$ cat src/rtl/hazard_scoreboard.sv
// hazard_scoreboard: tracks in-flight destinations and derives per-operand forward selects and a stall request.
// Optional HAZ_STATS_EN builds saturating stall/forward statistics counters.
module hazard_scoreboard #(
    parameter int NREGS  = 16,
    parameter int REG_W  = $clog2(NREGS),
    parameter int DEPTH  = 2,
    parameter int MD_LAT = 4,
    parameter int SELW   = $clog2(DEPTH + 1)
) (
    input  logic             clk,
    input  logic             rst,
    input  logic             id_valid,
    input  logic             id_flush,
    input  logic [REG_W-1:0] id_src1,
    input  logic [REG_W-1:0] id_src2,
    input  logic             id_src1_used,
    input  logic             id_src2_used,
    input  logic             id_is_branch,
    input  logic             id_writes,
    input  logic [REG_W-1:0] id_dst,
    input  logic             id_is_load,
    input  logic             id_is_md,
    input  logic             id_reads_r0,
    output logic             stall,
    output logic [SELW-1:0]  fwd_sel1,
    output logic [SELW-1:0]  fwd_sel2,
    output logic [31:0]      stall_count,
    output logic [31:0]      fwd_count
);
    localparam int MDW = $clog2(MD_LAT);

    logic [DEPTH:1]   v;
    logic [DEPTH:1]   ld;
    logic [REG_W-1:0] dst [1:DEPTH];
    logic [MDW-1:0]   md_cnt;
    logic [DEPTH:1]   m1;
    logic [DEPTH:1]   m2;
    logic [SELW-1:0]  sel1;
    logic [SELW-1:0]  sel2;
    logic             live;
    logic             accept;
    logic             src_r0;
    logic             hz;

    // Scanning oldest to youngest leaves the youngest match in the select.
    always_comb begin
        m1   = '0;
        m2   = '0;
        sel1 = '0;
        sel2 = '0;
        for (int k = DEPTH; k >= 1; k--) begin
            m1[k] = id_src1_used && v[k] && dst[k] == id_src1 && id_src1 != '0;
            m2[k] = id_src2_used && v[k] && dst[k] == id_src2 && id_src2 != '0;
            if (m1[k]) sel1 = SELW'(k);
            if (m2[k]) sel2 = SELW'(k);
        end
    end

    assign live   = id_valid && !id_flush;
    assign src_r0 = (id_src1_used && id_src1 == '0) || (id_src2_used && id_src2 == '0);
    assign hz     = (ld[1] && (m1[1] || m2[1]))
                  || (id_is_branch && (m1[1] || m2[1] || (ld[2] && (m1[2] || m2[2]))))
                  || (md_cnt != '0 && (id_is_md || id_reads_r0 || src_r0));
    assign stall    = live && hz;
    assign accept   = live && !stall;
    assign fwd_sel1 = stall ? '0 : sel1;
    assign fwd_sel2 = stall ? '0 : sel2;

    always_ff @(posedge clk) begin
        if (rst) begin
            v      <= '0;
            md_cnt <= '0;
        end else begin
            v      <= {v[DEPTH-1:1], accept && id_writes};
            md_cnt <= (accept && id_is_md) ? MDW'(MD_LAT - 1) : (md_cnt != '0) ? md_cnt - 1'b1 : md_cnt;
        end
    end

    always_ff @(posedge clk) begin
        ld     <= {ld[DEPTH-1:1], id_is_load};
        dst[1] <= id_dst;
        for (int k = 2; k <= DEPTH; k++) dst[k] <= dst[k-1];
    end

`ifdef HAZ_STATS_EN
    logic [31:0] sc;
    logic [31:0] fc;
    always_ff @(posedge clk) begin
        if (rst) begin
            sc <= '0;
            fc <= '0;
        end else begin
            if (stall && sc != '1) sc <= sc + 1'b1;
            if ((fwd_sel1 != '0 || fwd_sel2 != '0) && fc != '1) fc <= fc + 1'b1;
        end
    end
    assign stall_count = sc;
    assign fwd_count   = fc;
`else
    assign stall_count = '0;
    assign fwd_count   = '0;
`endif
endmodule

$ cat config.mk
export PLATFORM = sky130hd
export DESIGN_NAME = hazard_scoreboard
export DESIGN_NICKNAME = d
export VERILOG_FILES = /design/src/rtl/hazard_scoreboard.sv
export SDC_FILE = /design/constraint.sdc
export NUM_CORES = 1
export LEC_CHECK = 0
export CORE_MARGIN = 8
export CORE_UTILIZATION = 31
export DETAILED_ROUTE_END_ITERATION = 8
export PLACE_DENSITY_LB_ADDON = 0.2
export SLEW_MARGIN = 20
export SYNTH_ARGS = -nofsm -noshare
export SYNTH_HDL_FRONTEND = slang
export SYNTH_SLANG_ARGS = --single-unit
$ cat constraint.sdc
create_clock -name clk -period 1.3 [get_ports clk]
set_clock_uncertainty 0.05 [all_clocks]
set_input_delay 0.13 -clock clk [delete_from_list [all_inputs] [get_ports clk]]
set_output_delay 0.13 -clock clk [all_outputs]
set_load 0.05 [all_outputs]
==> run_results.csv, run 1 <==
group,metric,value,unit
status,outcome,"finished, violations left",
status,violations,"negative setup slack",
setup_path,criticalPathCategory,"primary input to output port",
clock_tree,cts_tree,"yes",
flow_run,maxCapViolCount,0,
drt,met1_length,908,um
power_and_ir_drop,p_sw,832.4,uW
worst_hold_path,hold_class,"primary input to flip-flop",
final_layout,drive_above_1_share,0.3670,
drt,remaining_drc_errors,0,
power_and_ir_drop,peakVddDrop,0.0005067,V
final_layout,antenna_cells,0,
drt,wl_met3,449,um
floorplan,dieArea,6183,um^2
logic_synthesis,yosysWarnings,0,
power_and_ir_drop,p_seq_frac,0.285,
global_route,antenna_found_initial,0,
clock_tree,htreeDepth,1,
timing,whs,0.2694,ns
setup_path,reg2reg_from,"dst[2][0]",
logic_synthesis,synth_area,1216,um^2
logic_synthesis,yosysSeqAreaShare,0.2305,
timing,finalCriticalPeriod,1.984,ns
drt,drtIter0Drc,8,
global_route,grt_pass1_vias,976,
timing,finalWorstSetupSlack,-0.6844,ns
timing,finalCritPeriodShare,1.526,
clock_tree,cts.sinks,14,
setup_path,worstPathCellList,"buf_2, o41a_1, nand3_2, nor4_4, o211ai_2, a31oi_4, buf_6, nor3b_4, buf_12",
power_and_ir_drop,p_sw_frac,0.4671,
setup_path,cp-startpoint,"id_src1[0]",
drt,met2WireLength,1.505,mm
clock_tree,cts_buffer_depth,2,
final_layout,syn2layout_area_growth,39.81,%
clock_tree,cts_buffers,3,
worst_hold_path,min_from,"id_dst[0]",
power_and_ir_drop,p_clk_frac,0.201,
global_route,gr-total-overflow,0,
final_layout,fin_cells,236,
place,preCtsSetupSlack,-1.035,ns
setup_path,crit_slowest_cell,"o41a_1",
global_route,grt_pass1_wl,4.692,mm
drt,wl_per_cell,12.39,um
setup_path,required,1.12,ns
place,hpwl,2.486,mm
drt,antenna_left,0,
drt,num_vias,873,
timing,fmax,0.5039,GHz
power_and_ir_drop,intPower,949.8,uW
setup_path,cp_top_family,"compound AO/OA/AOI/OAI gates",
timing,rsz0062_at_grt,"true",
drt,dr.pass1.iters,4,
floorplan,boundaryPins,92,
drt,wl,2.924,mm
setup_path,critPathArrivalTime,1.80,ns
logic_synthesis,ys_ff_latch,14,
timing,setup_violations,8,
drt,top_layer_used,"met4",
clock_tree,root_buffer,"clkbuf_8",
global_route,track_usage,0.09439,
place,gp_congestion,0.7658,
clock_tree,cts_hold_buf,0,
setup_path,startpoint_type,"primary input",
place,io_buffers,27,
setup_path,cp_num_buf_inv,3,
setup_path,max_stage_delay,0.46,ns
logic_synthesis,synth_cell_types,25,
place,placed_cells,229,
floorplan,rows,22,
setup_path,crit_path_max_fanout,4,
power_and_ir_drop,finalPower,1.782,mW
floorplan,core_area,3716,um^2
drt,via_per_inst,3.699,
floorplan,initial_utilization,0.3273,
timing,timing.final.max_slew_violations,0,
floorplan,die_h,78.64,um
power_and_ir_drop,p_per_area,1048,nW/um^2
timing,finalHoldViolCount,0,
logic_synthesis,syn-instance-count,138,
clock_tree,worstSkewPairLatency,0.24,ns
setup_path,cp-end-kind,"output port",
power_and_ir_drop,p_comb_frac,0.514,
clock_tree,clk_pin_slew_worst_paths,0.05,ns
global_route,grt_max_degree,8,
power_and_ir_drop,leakagePower,0.7493,nW
logic_synthesis,syn_avg_cell_area,8.813,um^2
final_layout,num-nets-final,214,
floorplan,chipWidth,78.64,um
state kept, by name (all words and copies together), names as in the netlist:
| name | flops |
|---|---|
| ld | 2 |
| v | 2 |
| md_cnt | 2 |
| dst | 8 |
repair_timing:
action	in CTS	in global routing
buffers inserted	3	1
endpoints found under the setup margin	8	8
gates resized for setup	54	9
pin swaps	10	6
power groups by stage:
stage	logic, mW	clock network [mW]	registers, mW
after floorplan	0.787	0	0.509
after global placement	0.850	0	0.513
after detailed placement	0.860	0	0.514
after CTS	0.901	0.376	0.508
after global routing	0.985	0.389	0.512
final	0.916	0.358	0.509
cell families (layout without fill, tap and decap cells):
family,Yosys count,in the layout,synth area share
buffers and inverters,66,53,0.4012
other,1,64,0.003083
AND/OR/NAND/NOR,29,29,0.1430
adder cells (fa/ha/maj),1,1,0.01029
AO/OA/AOI/OAI,10,10,0.08950
XOR/XNOR,17,17,0.1224
flip-flops,14,14,0.2305
Yosys cell counts:
cell	count	area, um^2
a21o_1	1	7.510
nor3b_2	2	25.02
nor2b_1	1	6.260
o41a_1	2	22.52
buf_4	64	480.5
o22ai_4	1	20.02
a22oi_1	1	7.510
o22ai_1	2	12.51
nor3_2	2	20.02
dfxtp_1	14	280.3
nand2b_1	1	6.260
nor2_1	8	30.03
inv_1	2	7.510
nand3_2	1	10.01
a31oi_4	1	21.27
xor2_1	7	61.31
xnor2_1	10	87.58
o211ai_2	1	12.51
conb_1	1	3.750
nor4_2	1	12.51
nand2_1	4	15.01
nand3_1	6	30.03
a21oi_1	1	5.000
nor4_1	3	18.77
ha_1	1	12.51
area by class of cell:
type / count / area, um^2
flip-flops and latches: 14 / 299.0
well taps: 48 / 60.06
fillers: 369 / 2016
multi-input cells: 121 / 839.6
repair buffers: 48 / 452.9
inverters: 2 / 7.507
clock buffers: 3 / 41.29
stage by stage:
stage | utilization | setup TNS (ns) | instance area (um^2)
CTS | 0.4498 | -4.085 | 1672
floorplan | - | -2.957 | 1495
finish | 0.4576 | -4.454 | 1700
global route | 0.4576 | -5.195 | 1700
global placement | 0.4098 | -6.798 | 1523
detailed placement | 0.4098 | -6.833 | 1523
layout by cell type (no fill, tap or decap), types with 3 or more instances in the layout:
cell             netlist  routed
conb_1                 1      64
nand2_1                4       4
xnor2_1               10       6
buf_4                 64      18
clkbuf_8               0       3
buf_12                 0       5
buf_6                  0       3
dfxtp_1               14       7
buf_2                  0       7
nand3_1                6       3
nand3_2                1       4
xor2_2                 0       5
clkdlybuf4s50_1        0      12
xnor2_2                0       4
nor2_1                 8       6
dfxtp_2                0       3
dfxtp_4                0       4
routing by layer:
metal  vias to the layer above  track usage
li1                        423            -
met1                       391      0.08917
met2                        54       0.1632
met3                         5      0.04784
met4                         0      0.05185
met5                         -            0
final timing paths:
check | to | slack [ns] | cells after the start
worst min-delay path | dst[1][0] | 0.27 | 1
worst max register to register | md_cnt[0] | -0.39 | 7
worst min register to register | dst[2][3] | 0.33 | 0
worst max-delay path | fwd_sel2[1] | -0.68 | 9
Note: power is estimated with default switching activity, not from simulation.
==> run 2: changes to the inputs <==
Settings changed: RECOVER_POWER set to 50.
==> run_results.csv, run 2 (synthesis results as in run 1) <==
group,metric,value,unit
drt,remaining_drc_errors,0,
setup_path,required,1.12,ns
final_layout,drive_above_1_share,0.3670,
place,gp_congestion,0.7658,
power_and_ir_drop,p_sw_frac,0.4678,
place,hpwl,2.486,mm
place,placed_cells,229,
final_layout,top_register,"dst",
floorplan,core_area,3716,um^2
power_and_ir_drop,peakVddDrop,0.0005067,V
clock_tree,root_buffer,"clkbuf_8",
worst_hold_path,hold_class,"flip-flop to flip-flop",
drt,wl,2.923,mm
setup_path,cp-end-kind,"output port",
timing,tns,-4.454,ns
global_route,gr-total-overflow,0,
drt,via_per_inst,3.699,
final_layout,final_area,1700,um^2
final_layout,fin_cells,236,
clock_tree,cts_buffer_depth,2,
clock_tree,worstSkewPairLatency,0.24,ns
power_and_ir_drop,finalPower,1.779,mW
power_and_ir_drop,p_comb_frac,0.513,
drt,num_vias,873,
floorplan,rows,22,
timing,finalCritPeriodShare,1.526,
status,violations,"negative setup slack",
timing,finalCriticalPeriod,1.984,ns
floorplan,boundaryPins,92,
drt,drtIter0Drc,8,
final_layout,largest_reg_flops,8,
power_and_ir_drop,p_sw,832.4,uW
place,io_buffers,27,
drt,antenna_left,0,
timing,finalHoldViolCount,0,
setup_path,crit_path_max_fanout,4,
final_layout,syn2layout_area_growth,39.81,%
floorplan,initial_utilization,0.3273,
place,preCtsSetupSlack,-1.035,ns
final_layout,antenna_cells,0,
status,outcome,"finished, violations left",
flow_run,maxCapViolCount,0,
clock_tree,cts_tree,"yes",
final_layout,layout_commonest_cell,"conb_1",
setup_path,critPathArrivalTime,1.80,ns
clock_tree,cts.sinks,14,
final_layout,num-nets-final,214,
drt,dr.pass1.iters,4,
power_and_ir_drop,intPower,946.8,uW
floorplan,chipWidth,78.64,um
timing,setup_violations,8,
timing,fmax,0.5039,GHz
global_route,grt_max_degree,8,
setup_path,startpoint_type,"primary input",
clock_tree,cts_buffers,3,
global_route,antenna_found_initial,0,
global_route,grt_pass1_wl,4.692,mm
global_route,grt_pass1_vias,976,
clock_tree,clk_pin_slew_worst_paths,0.05,ns
timing,finalWorstSetupSlack,-0.6844,ns
floorplan,die_h,78.64,um
final_layout,layout_common_cells,"conb_1 (64), buf_4 (18), dfxtp_1 (7), clkdlybuf4s50_1 (7), buf_2 (7)",
drt,wl_per_cell,12.39,um
floorplan,dieArea,6183,um^2
power_and_ir_drop,leakagePower,0.7506,nW
place,postPlaceCellArea,1523,um^2
global_route,track_usage,0.09439,
setup_path,criticalPathCategory,"primary input to output port",
timing,timing.final.max_slew_violations,0,
timing,rsz0062_at_grt,"true",
power_and_ir_drop,p_seq_frac,0.286,
clock_tree,htreeDepth,1,
power_and_ir_drop,p_clk_frac,0.201,
power_and_ir_drop,p_per_area,1046,nW/um^2
[run 2: power by group through the flow]
stage,combinational (mW),sequential (mW),clock (mW)
detailed placement,0.860,0.514,0
CTS,0.901,0.508,0.376
global route,0.982,0.512,0.389
global placement,0.850,0.513,0
finish,0.913,0.509,0.358
floorplan,0.787,0.509,0
[run 2: area by class of cell]
cell class / count / area (um^2)
Fill cell: 369 / 2016
Inverter: 2 / 7.507
Tap cell: 48 / 60.06
Sequential cell: 14 / 299.0
Timing Repair Buffer: 48 / 452.9
Multi-Input combinational cell: 121 / 839.6
Clock buffer: 3 / 41.29
[run 2: layer usage]
layer	global-route usage	share of wire	vias up
li1	-	-	423
met1	0.08917	0.31	391
met2	0.1632	0.51	54
met3	0.04784	0.15	5
met4	0.05185	0.021	0
met5	0	0	-
[run 2: metrics by stage]
| stage | utilization | hold WS (ns) |
|---|---|---|
| after global routing | 0.4576 | 0.3358 |
| final | 0.4576 | 0.3302 |
| after global placement | 0.4098 | 0.3289 |
| after CTS | 0.4498 | 0.2686 |
| after floorplan | - | 0.1077 |
| after detailed placement | 0.4098 | 0.3351 |
[run 2: final timing paths]
path / start / to / slack [ns] / depth (start not counted)
worst min-delay path: dst[1][3] / dst[2][3] / 0.33 / 0
worst min register to register: dst[1][3] / dst[2][3] / 0.33 / 0
worst max-delay path: id_src1[0] / fwd_sel2[1] / -0.68 / 9
worst max register to register: dst[2][0] / md_cnt[0] / -0.39 / 7
[run 2: repair_timing]
item                                    CTS  global route
gates cloned                              0             0
setup buffers                             3             1
resized for setup                        54             9
endpoints found under the setup margin    8             8
hold buffers                              0             0
pin swaps                                10             6
[run 2: worst max-delay path, stage by stage]
cell,delay [ns]
buf_2,0.14
o41a_1,0.46
nand3_2,0.12
nor4_4,0.05
o211ai_2,0.23
a31oi_4,0.12
buf_6,0.15
nor3b_4,0.23
buf_12,0.17
